[src/rtl/pc_fetch_pkg.sv]
// Shared fetch definitions: FSM state encodings and the default reset PC.
// Also hosts the alignment helper used when PC_ALIGN_CHECK_EN is defined.
package pc_fetch_pkg;

    localparam logic [31:0] RESET_PC_DEFAULT = 32'h0000_3000;

    typedef enum logic [2:0] {
        ST_IDLE  = 3'd0,
        ST_FETCH = 3'd1,
        ST_VALID = 3'd2,
        ST_DRAIN = 3'd3,
        ST_HALT  = 3'd4
    } fetch_state_e;

    // A PC is word-aligned when its two low bits are zero.
    function automatic logic pc_misaligned(input logic [31:0] pc);
        return (pc[1:0] != 2'b00);
    endfunction

endpackage

[src/rtl/pc_fetch.sv]
// Fetch stage: holds the PC, fetches over imem req/ack, hands the instruction to decode.
// Optional macro PC_ALIGN_CHECK_EN adds misalign_o and a HALT state on misaligned PC loads.
module pc_fetch
    import pc_fetch_pkg::*;
#(
    parameter logic [31:0] RESET_PC = RESET_PC_DEFAULT,
    parameter int          ADDR_W   = 32
) (
    input  logic              clk,
    input  logic              rstn,
    output logic [ADDR_W-1:0] pc_o,
    input  logic [ADDR_W-1:0] npc_i,
    output logic [31:0]       inst_o,
    output logic              inst_valid_o,
    input  logic              id_ready_i,
    input  logic              flush_i,
    input  logic [ADDR_W-1:0] flush_pc_i,
    output logic              imem_req_o,
    output logic [ADDR_W-1:0] imem_addr_o,
    input  logic              imem_ack_i,
    input  logic [31:0]       imem_rdata_i
`ifdef PC_ALIGN_CHECK_EN
    ,
    output logic              misalign_o
`endif
);

    fetch_state_e      state_r;
    fetch_state_e      state_nx_s;
    logic [ADDR_W-1:0] pc_r;
    logic [ADDR_W-1:0] pc_nx_s;
    logic [ADDR_W-1:0] addr_r;
    logic [31:0]       inst_r;
    logic              inst_valid_r;
    logic              req_r;
    logic              pc_ld_s;
    logic              capture_s;
`ifdef PC_ALIGN_CHECK_EN
    logic              misalign_r;
    logic              misalign_nx_s;
`endif

    // Next-state and next-PC selection; flush outranks every other event.
    always_comb begin
        state_nx_s = state_r;
        pc_nx_s    = pc_r;
        pc_ld_s    = 1'b0;
        capture_s  = 1'b0;
        case (state_r)
            ST_IDLE: begin
                if (flush_i) begin
                    pc_nx_s = flush_pc_i;
                    pc_ld_s = 1'b1;
                end else begin
                    pc_nx_s = pc_r;
                end
                state_nx_s = ST_FETCH;
            end
            ST_FETCH: begin
                if (flush_i) begin
                    pc_nx_s    = flush_pc_i;
                    pc_ld_s    = 1'b1;
                    // An outstanding request must still be drained to its ack.
                    state_nx_s = imem_ack_i ? ST_FETCH : ST_DRAIN;
                end else if (imem_ack_i) begin
                    capture_s  = 1'b1;
                    state_nx_s = ST_VALID;
                end else begin
                    state_nx_s = ST_FETCH;
                end
            end
            ST_VALID: begin
                if (flush_i) begin
                    pc_nx_s    = flush_pc_i;
                    pc_ld_s    = 1'b1;
                    state_nx_s = ST_FETCH;
                end else if (id_ready_i) begin
                    pc_nx_s    = npc_i;
                    pc_ld_s    = 1'b1;
                    state_nx_s = ST_FETCH;
                end else begin
                    state_nx_s = ST_VALID;
                end
            end
            ST_DRAIN: begin
                if (flush_i) begin
                    pc_nx_s = flush_pc_i;
                    pc_ld_s = 1'b1;
                end else begin
                    pc_nx_s = pc_r;
                end
                state_nx_s = imem_ack_i ? ST_FETCH : ST_DRAIN;
            end
            ST_HALT: begin
                if (flush_i) begin
                    pc_nx_s    = flush_pc_i;
                    pc_ld_s    = 1'b1;
                    state_nx_s = ST_FETCH;
                end else begin
                    state_nx_s = ST_HALT;
                end
            end
            default: begin
                state_nx_s = ST_IDLE;
            end
        endcase
`ifdef PC_ALIGN_CHECK_EN
        misalign_nx_s = misalign_r;
        if (pc_ld_s) begin
            misalign_nx_s = pc_misaligned(pc_nx_s);
        end else begin
            misalign_nx_s = misalign_r;
        end
        // A pending drain finishes first; only a new fetch is diverted to HALT.
        if (misalign_nx_s && (state_nx_s == ST_FETCH)) begin
            state_nx_s = ST_HALT;
        end else begin
            state_nx_s = state_nx_s;
        end
`endif
    end

    // State, PC, address latch and registered handshake outputs.
    always_ff @(posedge clk or negedge rstn) begin
        if (!rstn) begin
            state_r      <= ST_IDLE;
            pc_r         <= RESET_PC;
            addr_r       <= RESET_PC;
            inst_r       <= 32'h0000_0000;
            inst_valid_r <= 1'b0;
            req_r        <= 1'b0;
        end else begin
            state_r      <= state_nx_s;
            pc_r         <= pc_nx_s;
            addr_r       <= (state_nx_s == ST_DRAIN) ? addr_r : pc_nx_s;
            inst_r       <= capture_s ? imem_rdata_i : inst_r;
            inst_valid_r <= (state_nx_s == ST_VALID);
            req_r        <= (state_nx_s == ST_FETCH) || (state_nx_s == ST_DRAIN);
        end
    end

`ifdef PC_ALIGN_CHECK_EN
    // Sticky misalignment flag, cleared only by an aligned PC load.
    always_ff @(posedge clk or negedge rstn) begin
        if (!rstn) begin
            misalign_r <= 1'b0;
        end else begin
            misalign_r <= misalign_nx_s;
        end
    end

    assign misalign_o = misalign_r;
`endif

    assign pc_o         = pc_r;
    assign imem_addr_o  = addr_r;
    assign inst_o       = inst_r;
    assign inst_valid_o = inst_valid_r;
    assign imem_req_o   = req_r;

endmodule

[config.mk]
export PLATFORM = sky130hd
export DESIGN_NAME = pc_fetch
export DESIGN_NICKNAME = d
export VERILOG_FILES = /design/src/rtl/pc_fetch_pkg.sv /design/src/rtl/pc_fetch.sv
export SDC_FILE = /design/constraint.sdc
export NUM_CORES = 1
export LEC_CHECK = 0
export ABC_AREA = 1
export ABC_CLOCK_PERIOD_IN_PS = 1300
export BUFFER_PORTS_ARGS = -buffer_cell sky130_fd_sc_hd__buf_4
export CAP_MARGIN = 5
export CORE_MARGIN = 2
export CORE_UTILIZATION = 44
export DETAILED_ROUTE_END_ITERATION = 7
export PLACE_DENSITY = 0.76
export RECOVER_POWER = 100
export SLEW_MARGIN = 20
export SYNTH_ARGS = -nofsm -noshare
export SYNTH_HDL_FRONTEND = slang
export SYNTH_SLANG_ARGS = --single-unit
[constraint.sdc]
create_clock -name clk -period 1.3 [get_ports clk]
set_input_delay 0 -clock clk [delete_from_list [all_inputs] [get_ports clk]]
set_output_delay 0 -clock clk [all_outputs]
set_load 0.02 [all_outputs]
======== Yosys cells after proc, flatten, opt, wreduce, memory -nomap -nowiden ========
Cells that the tools add are included.
word-level totals
  bits in registers ....................... 101
  input bits .............................. 101
  output and inout bits ................... 98
  word-level logic and storage cells ...... 30
cells by class
  eq/ne operators ......................... 7
  muxes and demuxes ....................... 14
  reduce and logical (&&, ||, !) cells .... 3
operator list
  cell                  count
  $mux W32              3
  $pmux W32 S2          1
  $pmux W3 S5           1
  $eq A3 B2 Y1 const B  4
  $mux W2               5
  $eq A3 B1 Y1 const B  2
  $reduce_or A4 Y1      1
  $eq A3 B3 Y1 const B  1
  $logic_not A3 Y1      1
  $mux W1               3
  $mux W3               1
  $logic_or A1 B1 Y1    1

======== Longest topological paths before layout ========
Gate-level depths: netlist of run 1.
  word-level depth ........................ 5
  mapped depth ............................ 11
  mapped depth without buffers ............ 9

======== Worst setup path after synthesis of run 1 ========
Ideal clock, no wire load.
  path type ............................... input port to flip-flop
  start ................................... input flush_i
  end ..................................... register addr_r[0], in the netlist imem_addr_o[0]
  library setup time ...................... 117 ps
  data arrival time ....................... 1,388 ps
  required time ........................... 1,183 ps
  setup slack ............................. -205 ps
  stages on the path ...................... 11
  path buffers ............................ 3
  path through ............................ buf_2 clkinv_1 clkbuf_1 ha_1 inv_1 nand2_1 nand3_4 nand2_4 buf_6 nand2_1 nand2_1
between the ends
  longest elaborated chain between the ends .. 3
  elaborated cells on any way between the ends .. 8
  classes of those cells .................. 1 x eq/ne; 7 x mux
ends and longest elaborated chain
  what                             RTL line         text
  start: declaration               pc_fetch.sv:16   input logic flush_i,
  $mux W3 (tied with other cells)  pc_fetch.sv:95   if (flush_i) begin
  $pmux W3 S5                      pc_fetch.sv:49   case (state_r)
  $eq A3 B2 Y1                     pc_fetch.sv:135  addr_r <= (state_nx_s == ST_DRAIN) ? addr_r : pc_nx_s;
  end signal: assignment           pc_fetch.sv:135
  end: declaration                 pc_fetch.sv:32   logic [ADDR_W-1:0] addr_r;
Parallel ways exist; a longest one is shown, timed or not.
A chain may end at the register's enable or synchronous reset.

======== Final worst setup path of run 1 ========
  start ................................... register state_r[0]
  end ..................................... register addr_r[9], in the netlist imem_addr_o[9]
between the ends
  longest elaborated chain between the ends .. 3
  elaborated cells on any way between the ends .. 9
  classes of those cells .................. 5 x eq/ne; 2 x mux; 2 x reduce/logical
ends and longest elaborated chain
  what                                                    RTL line                         text
  start: declaration                                      pc_fetch.sv:28                   fetch_state_e state_r;
  start signal: assignment                                pc_fetch.sv:133                  state_r <= state_nx_s;
  $eq A3 B3 Y1 (tied with other cells)                    pc_fetch.sv:49
  $pmux W3 S5 / $reduce_or A4 Y1 (equally long branches)  -
  $eq A3 B2 Y1 / $pmux W32 S2 (equally long branches)     pc_fetch.sv:135, pc_fetch.sv:49
Parallel ways exist; a longest one is shown, timed or not.

==> results.json, run 1 <==
{
  "drt-wirelength-per-cell_microns": 15.6,
  "routed_wl_microns": 17700,
  "synth_area_sq_um": 5120,
  "route.antenna.remaining_nets": 0,
  "power_density_nw_per_um2": 2070,
  "worstHoldStart": "flush_pc_i[20]",
  "whs_ps": 19.9,
  "cp_common_cell": "nand2_2",
  "ir_worst_vdd_mv": 1.24,
  "htree_levels": 3,
  "dp_hpwl_microns": 10700,
  "grt_pass1_wl_microns": 27800,
  "path_clk_slew_ps": 70,
  "period_minus_slack_ps": 1490,
  "port_buffers": 198,
  "die_h_microns": 112,
  "violations": "negative setup slack",
  "r2r-start": "state_r[0]",
  "firstDrtPassIters": 5,
  "nFillCells": 986,
  "routed_via_density": 5.08,
  "die_x_microns": 112,
  "yosys_warnings": 0,
  "crit_arrival_ps": 1710,
  "diodes": 0,
  "critPathCaptureType": "register",
  "critPathKind": "reg2reg",
  "insertion_delay_ps": 340,
  "core_sq_um": 11400,
  "cts-root-buf": "clkbuf_16",
  "status": "finished with violations",
  "final_util_pct": 69.3,
  "synth_cell_types": 23,
  "fin_total_pwr_mw": 16.3,
  "antenna_found_initial": 0,
  "required_ps": 1520,
  "ys_seq_area_share_pct": 49.5,
  "fin_crit_sh_pct": 115,
  "syn_inst": 723,
  "crit_family": "simple AND/OR/NAND/NOR gates",
  "grt_setup_unrepaired": "yes",
  "min_path_type": "in2reg",
  "fin_ws_ps": -189,
  "r2r_slack_ps": -190,
  "max_stage_delay_ps": 410,
  "hold_end": "pc_o[20]",
  "vias": 5740,
  "worst_path_max_delay_cell": "dfrtp_1",
  "cts_buffers": 9,
  "final_max_slew_viol_count": 0,
  "path_cells": "inv_2, nand2_4, nor2_4, nand2_2, nand3_4, buf_12, nand2_8, nand2_2, nand2_1",
  "timing.rr.end": "imem_addr_o[9]",
  "crit_fanout": 8,
  "max_clock_freq_mhz": 672,
  "setup-violations-final": 89,
  "hold_depth": 5,
  "maxSlewHeadroom_pct": 43.0,
  "p_leak_nw": 4.31,
  "dieArea_sq_um": 12500,
  "skew_ps": 7.56,
  "ff2ff_path_depth": 9,
  "num_rows": 39,
  "worstSetupStartpoint": "state_r[0]",
  "area_growth_pct": 53.8,
  "drt_iter0_markers": 453,
  "tightest_slew_ps": 855,
  "ys_ff_latch": 101,
  "syn_area_per_cell_sq_um": 7.08,
  "drcViolationCount": 0,
  "grt_max_degree": 43,
  "critical_path_buf_inv_count": 2,
  "boundaryPins": 199,
  "nNetsFinal": 1085,
  "max_cap_viol_count": 0,
  "critPathLaunchType": "register",
  "cts.sinks": 101,
  "routabilityCongestion": 0.803,
  "grt_pass1_vias": 5679,
  "initial_core_util_pct": 45.0,
  "drive_above_1_share_pct": 25.2,
  "overflow": 0,
  "max-clock-path-buffers": 2,
  "finalHoldViolCount": 0,
  "grt_usage_pct": 27.6,
  "synth_fp_nets": 826,
  "cts_tree": "done"
}
metrics by stage:
stage / setup slack [ps] / instance area [sq um] / instances / TNS [ps]
2_1_floorplan: -25.5 / 5150 / 723 / -746
3_5_place_dp: -183 / 6920 / 1056 / -5700
5_1_grt: -283 / 7880 / 1130 / -16890
3_3_place_gp: -149 / 6920 / 1056 / -4960
4_1_cts: -125 / 7970 / 1125 / -5860
6_report: -189 / 7880 / 1130 / -9560
Yosys cell counts:
cell	n	area, sq um
dfrtp_1	97	2430
nand3_1	70	350
nand4_1	1	6.26
nor3_1	1	5.00
nand2_1	455	1710
buf_4	1	7.51
nand2_4	1	11.3
o21ai_0	31	155
clkinv_1	1	3.75
buf_1	5	18.8
nand2_2	2	12.5
inv_2	2	7.51
buf_6	3	33.8
nand3_2	1	10.0
nor2_1	2	7.51
buf_2	23	115
dfstp_2	4	105
a31oi_1	1	6.26
inv_1	4	15.0
ha_1	2	25.0
nor2_4	2	22.5
nand3_4	1	17.5
clkbuf_1	13	48.8
power breakdown:
group | switching [mW] | total, mW | internal, mW
clock | 1.16 | 2.53 | 1.36
sequential | 0.892 | 5.29 | 4.40
combinational | 5.29 | 8.46 | 3.17
total | 7.34 | 16.3 | 8.94
metal layers:
metal  vias up  track usage (%)  share of wire (%)
li1       2781                -                  -
met1      2676             36.4                 41
met2       241             45.8                 49
met3        42             4.90                7.3
met4         0             10.5                2.7
met5         -                0                  0
cells in the final DEF, fill, tap and decap left out, types with 3 or more instances in the layout:
cell / netlist / routed
nand3_2: 1 / 13
buf_16: 0 / 3
clkbuf_1: 13 / 87
clkbuf_16: 0 / 11
inv_2: 2 / 3
o21ai_1: 0 / 7
buf_6: 3 / 6
nand3_4: 1 / 3
dfstp_2: 4 / 4
nand3_1: 70 / 56
dlygate4sd3_1: 0 / 35
nand2_2: 2 / 31
nand2_8: 0 / 5
inv_1: 4 / 3
o21ai_0: 31 / 24
nand2_1: 455 / 423
dfrtp_1: 97 / 96
buf_12: 0 / 11
clkbuf_2: 0 / 3
buf_4: 1 / 140
sequential cells by signal, summed over array words and instances (netlist names):
register,cells
imem_req_o,1
pc_o,32
state_r,3
imem_addr_o,32
inst_valid_o,1
inst_o,32
kinds of logic after synthesis:
group	Yosys count	synth area share (%)
flops	101	49.5
buf+inv	52	4.89
fa+ha+maj	2	0.489
compound gates	32	3.15
simple gates	536	42.0
layout make-up:
cell class	instances	area (sq um)	share of cell area, %
flip-flops and latches	101	2530	32.2
multi-input cells	573	2590	32.9
well taps	143	179	2.27
clock buffers	12	246	3.13
repair buffers	290	2260	28.7
inverters	7	31.3	0.397
clock inverters	4	32.5	0.413
what timing repair did:
| item | CTS | global route |
|---|---|---|
| buffers inserted | 12 | 2 |
| pin swaps | 8 | 25 |
| setup endpoints to repair | 96 | 98 |
| hold buffers | 35 | 0 |
| gates resized for setup | 36 | 45 |
| cloned | 7 | 3 |
| endpoints found under the hold margin | 76 | 0 |
tightest hold or removal path: cells and delay by family:
kind	cells	cell delay, ps
compound gates	1	70
buf+inv	1	80
simple gates	3	170
how the worst max path moves through the flow:
stage | to | cells after the start
after floorplan | imem_addr_o[0] | 9
after global placement | imem_addr_o[8] | 10
after detailed placement | imem_addr_o[25] | 8
after CTS | imem_addr_o[8] | 8
after global routing | imem_addr_o[9] | 9
final | imem_addr_o[9] | 9
(Power assumes the default switching activity.)
==> run 2: changes to the inputs <==
--- a/config.mk
+++ b/config.mk
@@ -13,7 +13,7 @@
 export CORE_UTILIZATION = 44
 export DETAILED_ROUTE_END_ITERATION = 7
 export PLACE_DENSITY = 0.76
-export RECOVER_POWER = 100
+export RECOVER_POWER = 50
 export SLEW_MARGIN = 20
 export SYNTH_ARGS = -nofsm -noshare
 export SYNTH_HDL_FRONTEND = slang
==> run 2 against run 1 <==
Net effect:
- the flow still finishes with violations (negative setup slack)
- wire length up 0.74%
- register-to-register slack barely moved
- count of clock-buffer cells in the layout unchanged
- largest power group unchanged
- sequential power rose by 0.8%
- global-route usage did not move
==> results.json, run 2 (same netlist as run 1, synthesis figures left out) <==
{
  "route.antenna.remaining_nets": 0,
  "grt_usage_pct": 27.6,
  "dp_hpwl_microns": 10700,
  "path_cells": "inv_2, nand2_4, nor2_4, nand2_2, nand3_4, buf_12, nand2_8, nand2_2, nand2_1",
  "grt_pass1_vias": 5679,
  "dp_slack_ps": -183,
  "layout_common_cells": "nand2_1, buf_4, dfrtp_1",
  "tightest_slew_ps": 857,
  "routabilityCongestion": 0.803,
  "required_ps": 1520,
  "crit_fanout": 8,
  "power_density_nw_per_um2": 2100,
  "status": "finished with violations",
  "area_growth_pct": 60.1,
  "drt-wirelength-per-cell_microns": 15.8,
  "boundaryPins": 199,
  "ir_worst_vdd_mv": 1.41,
  "cts-root-buf": "clkbuf_16",
  "crit_family": "simple AND/OR/NAND/NOR gates",
  "drive_above_1_share_pct": 33.8,
  "diodes": 0,
  "whs_ps": 17.9,
  "antenna_found_initial": 0,
  "firstDrtPassIters": 7,
  "cp_common_cell": "nand2_2",
  "max_stage_delay_ps": 410,
  "grt_pass1_wl_microns": 27800,
  "drt_iter0_markers": 448,
  "multi_input_area_sq_um": 2590,
  "path_clk_slew_ps": 70,
  "min_path_type": "in2reg",
  "maxSlewHeadroom_pct": 42.8,
  "grt_setup_unrepaired": "yes",
  "die_h_microns": 112,
  "drcViolationCount": 0,
  "critical_path_buf_inv_count": 2,
  "critPathCaptureType": "register",
  "violations": "negative setup slack",
  "period_minus_slack_ps": 1490,
  "cts_buffers": 9,
  "insertion_delay_ps": 340,
  "htree_levels": 3,
  "max_clock_freq_mhz": 671,
  "seq_area_sq_um": 2530,
  "routed_wl_microns": 17800,
  "crit_arrival_ps": 1710,
  "die_x_microns": 112,
  "routed_via_density": 5.08,
  "port_buffers": 198,
  "setup-violations-final": 86,
  "critPathKind": "reg2reg",
  "max-clock-path-buffers": 2,
  "skew_ps": 9.91,
  "fin_crit_sh_pct": 115,
  "overflow": 0,
  "vias": 5743,
  "worst_path_max_delay_cell": "dfrtp_1",
  "grt_max_degree": 43,
  "num_rows": 39,
  "critPathLaunchType": "register",
  "nFillCells": 881,
  "core_sq_um": 11400,
  "cts.sinks": 101,
  "fin_ws_ps": -191,
  "final_common_cell": "nand2_1",
  "cts_tree": "done",
  "final_max_slew_viol_count": 0,
  "p_leak_nw": 4.63,
  "max_cap_viol_count": 0,
  "nNetsFinal": 1085,
  "finalHoldViolCount": 0,
  "dieArea_sq_um": 12500,
  "initial_core_util_pct": 45.0
}
## run 2: cell types whose count changed in the layout (fill, tap and decap cells not counted), sizes merged
cell	change
buf	+85
clkbuf	-85
## run 2: worst min-delay path: stages
cell	delay, ps
buf_4	80
nand2_1	40
nand2_1	50
o21ai_0	70
nand2_1	80
## run 2: per-stage QoR
stage | instance area, sq um | util (%) | cells | setup TNS, ps | power (mW)
4_1_cts | 7970 | 70.1 | 1125 | -5860 | 16.6
5_1_grt | 8200 | 72.1 | 1130 | -16890 | 18.2
6_report | 8200 | 72.1 | 1130 | -9230 | 17.2
3_5_place_dp | 6920 | 60.9 | 1056 | -5700 | 12.8
2_1_floorplan | 5150 | - | 723 | -746 | 9.39
3_3_place_gp | 6920 | 60.9 | 1056 | -4960 | 12.6
## run 2: cell type report
cell class,count,share of cell area [%]
clock buffer,12,3.01
timing repair buffer,290,31.5
inverter,7,0.382
multi-input combinational,573,31.7
clock inverter,4,0.397
tap,143,2.18
sequential,101,30.9
## run 2: repair_timing
item / CTS / global route
hold buffers: 35 / 0
buffers inserted: 12 / 2
setup endpoints to repair: 96 / 98
hold endpoints to repair: 76 / 0
cloned: 7 / 3
pin swaps: 8 / 25
resized for setup: 36 / 45
## run 2: power breakdown
| part | switching [mW] | internal [mW] | leakage (nW) |
|---|---|---|---|
| Combinational | 5.29 | 4.07 | 3.26 |
| Clock | 1.16 | 1.36 | 0.129 |
| Sequential | 0.927 | 4.40 | 1.24 |
## run 2: path summary, 6_finish.rpt
path	from	endpoint	slack, ps	cells after the start
worst max-delay path	state_r[0]	imem_addr_o[9]	-190	9
worst min-delay path	flush_pc_i[20]	pc_o[20]	20	5
worst max register to register	state_r[0]	imem_addr_o[9]	-190	9
worst min register to register	inst_o[25]	inst_o[25]	470	2
max in group asynchronous	rstn	pc_o[13]	190	3
min in group asynchronous	rstn	inst_o[22]	300	2
## run 2: layer usage
layer / up-vias / global-route usage, % / share of wire (%)
li1: 2782 / - / -
met1: 2671 / 36.4 / 41
met2: 250 / 45.8 / 49
met3: 40 / 4.90 / 7.3
met4: 0 / 10.5 / 2.7
met5: - / 0 / 0
==> run 3: changes to the inputs <==
--- a/config.mk
+++ b/config.mk
@@ -9,9 +9,9 @@
 export ABC_CLOCK_PERIOD_IN_PS = 1300
 export BUFFER_PORTS_ARGS = -buffer_cell sky130_fd_sc_hd__buf_4
 export CAP_MARGIN = 5
-export CORE_MARGIN = 2
 export CORE_UTILIZATION = 44
 export DETAILED_ROUTE_END_ITERATION = 7
+export HOLD_SLACK_MARGIN = 0.03
 export PLACE_DENSITY = 0.76
 export RECOVER_POWER = 50
 export SLEW_MARGIN = 20
==> run 3 against run 2 <==
Net effect:
- the run still ends with negative setup slack left
- first-iteration DRC count up 19%
- register-to-register slack worse by 90 ps
- clock power up 2%
- maximum frequency down 5.5%
- sequential power up 3%
- cell area up 8.3%
- non-clock buffer count up 33
- power up 1.8%
- flip-flop and latch count unchanged
- global-route usage up 1.0 points
- critical path depth up 2
- largest cell class is now buffers
==> results.json, run 3 (same netlist as run 1, synthesis figures left out) <==
{
  "initial_core_util_pct": 45.0,
  "routed_wl_microns": 19600,
  "grt_max_degree": 41,
  "path_cells": "inv_2, nand2_4, nor2_4, buf_12, buf_8, nand2_1, nand2_1, nand2_1, nand2_1, nand2_1, nand2_1",
  "whs_ps": 22.9,
  "path_clk_slew_ps": 70,
  "dp_hpwl_microns": 10700,
  "switching_share_pct": 44.0,
  "setup_total_negative_slack_ps": -10570,
  "timing.rr.end": "imem_addr_o[22]",
  "die_h_microns": 110,
  "drive_above_1_share_pct": 40.9,
  "max-clock-path-buffers": 2,
  "grt_setup_unrepaired": "yes",
  "finalHoldViolCount": 0,
  "firstDrtPassIters": 5,
  "final_common_cell": "nand2_1",
  "nFillCells": 738,
  "p_leak_nw": 4.89,
  "vias": 6116,
  "port_buffers": 198,
  "critPathLaunchType": "register",
  "final_max_slew_viol_count": 0,
  "area_growth_pct": 73.3,
  "skew_ps": 9.46,
  "grt_pass1_wl_microns": 26600,
  "routed_via_density": 5.27,
  "tightest_slew_ps": 700,
  "cellInternalPower_mw": 9.81,
  "ff2ff_path_depth": 11,
  "insertion_delay_ps": 340,
  "cts-root-buf": "clkbuf_16",
  "hold_depth": 5,
  "drt_iter0_markers": 531,
  "grt_usage_pct": 28.7,
  "seq_area_sq_um": 2530,
  "htree_levels": 3,
  "period_minus_slack_ps": 1580,
  "worstHoldStart": "flush_pc_i[9]",
  "diodes": 0,
  "p_sw_mw": 7.71,
  "critPathKind": "reg2reg",
  "nNetsFinal": 1116,
  "ir_worst_vdd_mv": 1.53,
  "multi_input_area_sq_um": 2880,
  "fin_ws_ps": -277,
  "min_path_type": "in2reg",
  "crit_arrival_ps": 1850,
  "cts_buffers": 9,
  "r2r-start": "state_r[0]",
  "route.antenna.remaining_nets": 0,
  "boundaryPins": 199,
  "fin_total_pwr_mw": 17.5,
  "routabilityCongestion": 0.821,
  "fin_crit_sh_pct": 121,
  "max_stage_delay_ps": 410,
  "crit_fanout": 7,
  "worst_path_max_delay_cell": "dfrtp_1",
  "drcViolationCount": 0,
  "antenna_found_initial": 0,
  "dieArea_sq_um": 12100,
  "num_rows": 39,
  "critPathCaptureType": "register",
  "cp_common_cell": "nand2_1",
  "clock_power_share_pct": 14.8,
  "grt_pass1_vias": 5470,
  "violations": "negative setup slack",
  "cts_tree": "done",
  "cts.sinks": 101,
  "final_util_pct": 78.0,
  "die_x_microns": 110,
  "combPwrFrac_pct": 53.8,
  "p_seq_share_pct": 31.4,
  "overflow": 0,
  "power_density_nw_per_um2": 1970,
  "status": "finished with violations",
  "setup-violations-final": 96,
  "r2r_slack_ps": -280,
  "required_ps": 1570,
  "max_clock_freq_mhz": 634,
  "maxSlewHeadroom_pct": 53.3,
  "layout_common_cells": "nand2_1, buf_4, dfrtp_1",
  "hold_end": "pc_o[9]",
  "drt-wirelength-per-cell_microns": 16.9,
  "core_sq_um": 11400,
  "max_cap_viol_count": 0
}
## run 3: changes by cell type in the layout (fill, tap and decap cells not counted), sizes merged
cell and delta:
buf +5, clkinvlp -1, nand2 -2, bufbuf -2, dlygate4sd3 +27, clkinv +1, inv +3
## run 3: power groups by stage
stage / Clock (mW) / Combinational, mW / Sequential, mW
6_report: 2.59 / 9.42 / 5.51
5_1_grt: 2.75 / 10.1 / 5.64
4_1_cts: 2.61 / 8.23 / 5.24
3_5_place_dp: 0 / 7.67 / 5.23
3_3_place_gp: 0 / 7.49 / 5.28
2_1_floorplan: 0 / 2.76 / 6.63
## run 3: per-stage QoR
stage / worst slack, ps / cell area (sq um) / instances
detailed placement: -194 / 7020 / 1057
global placement: -117 / 7020 / 1057
floorplan: -25.5 / 5150 / 723
CTS: -122 / 8170 / 1146
global route: -335 / 8870 / 1161
finish: -277 / 8870 / 1161
## run 3: layer usage
layer / vias up / wire length (microns) / GRT usage [%]
li1: 2841 / - / -
met1: 2888 / 7640 / 37.0
met2: 333 / 9970 / 48.1
met3: 54 / 1490 / 4.56
met4: 0 / 497 / 11.3
met5: - / 0 / 0
## run 3: what timing repair did
item	CTS	global route
endpoints found under the hold margin	161	0
hold buffers	62	0
pin swaps	9	38
cloned	4	11
endpoints found under the setup margin	96	99
resized for setup	52	153
buffers inserted	7	4
## run 3: cell type report
type	instances	area share [%]
sequential	101	28.6
clock inverter	7	0.635
clock buffer	9	2.54
tap	143	2.02
timing repair buffer	323	33.4
multi-input combinational	571	32.4
inverter	7	0.381
## run 3: how the worst max path moves through the flow
stage,slack (ps),to,startpoint,cells past startpoint
2_1_floorplan,-30,imem_addr_o[0],state_r[2],9
3_3_place_gp,-120,imem_addr_o[24],state_r[1],9
3_5_place_dp,-190,imem_addr_o[29],state_r[0],9
4_1_cts,-120,imem_addr_o[18],state_r[2],9
5_1_grt,-340,imem_addr_o[22],state_r[0],11
6_report,-280,imem_addr_o[22],state_r[0],11
## run 3: critical path: cells and delay by family, from the launching register on
kind / cells / cell delay [ps]
buf+inv: 3 / 400
flops: 1 / 410
simple gates: 8 / 670
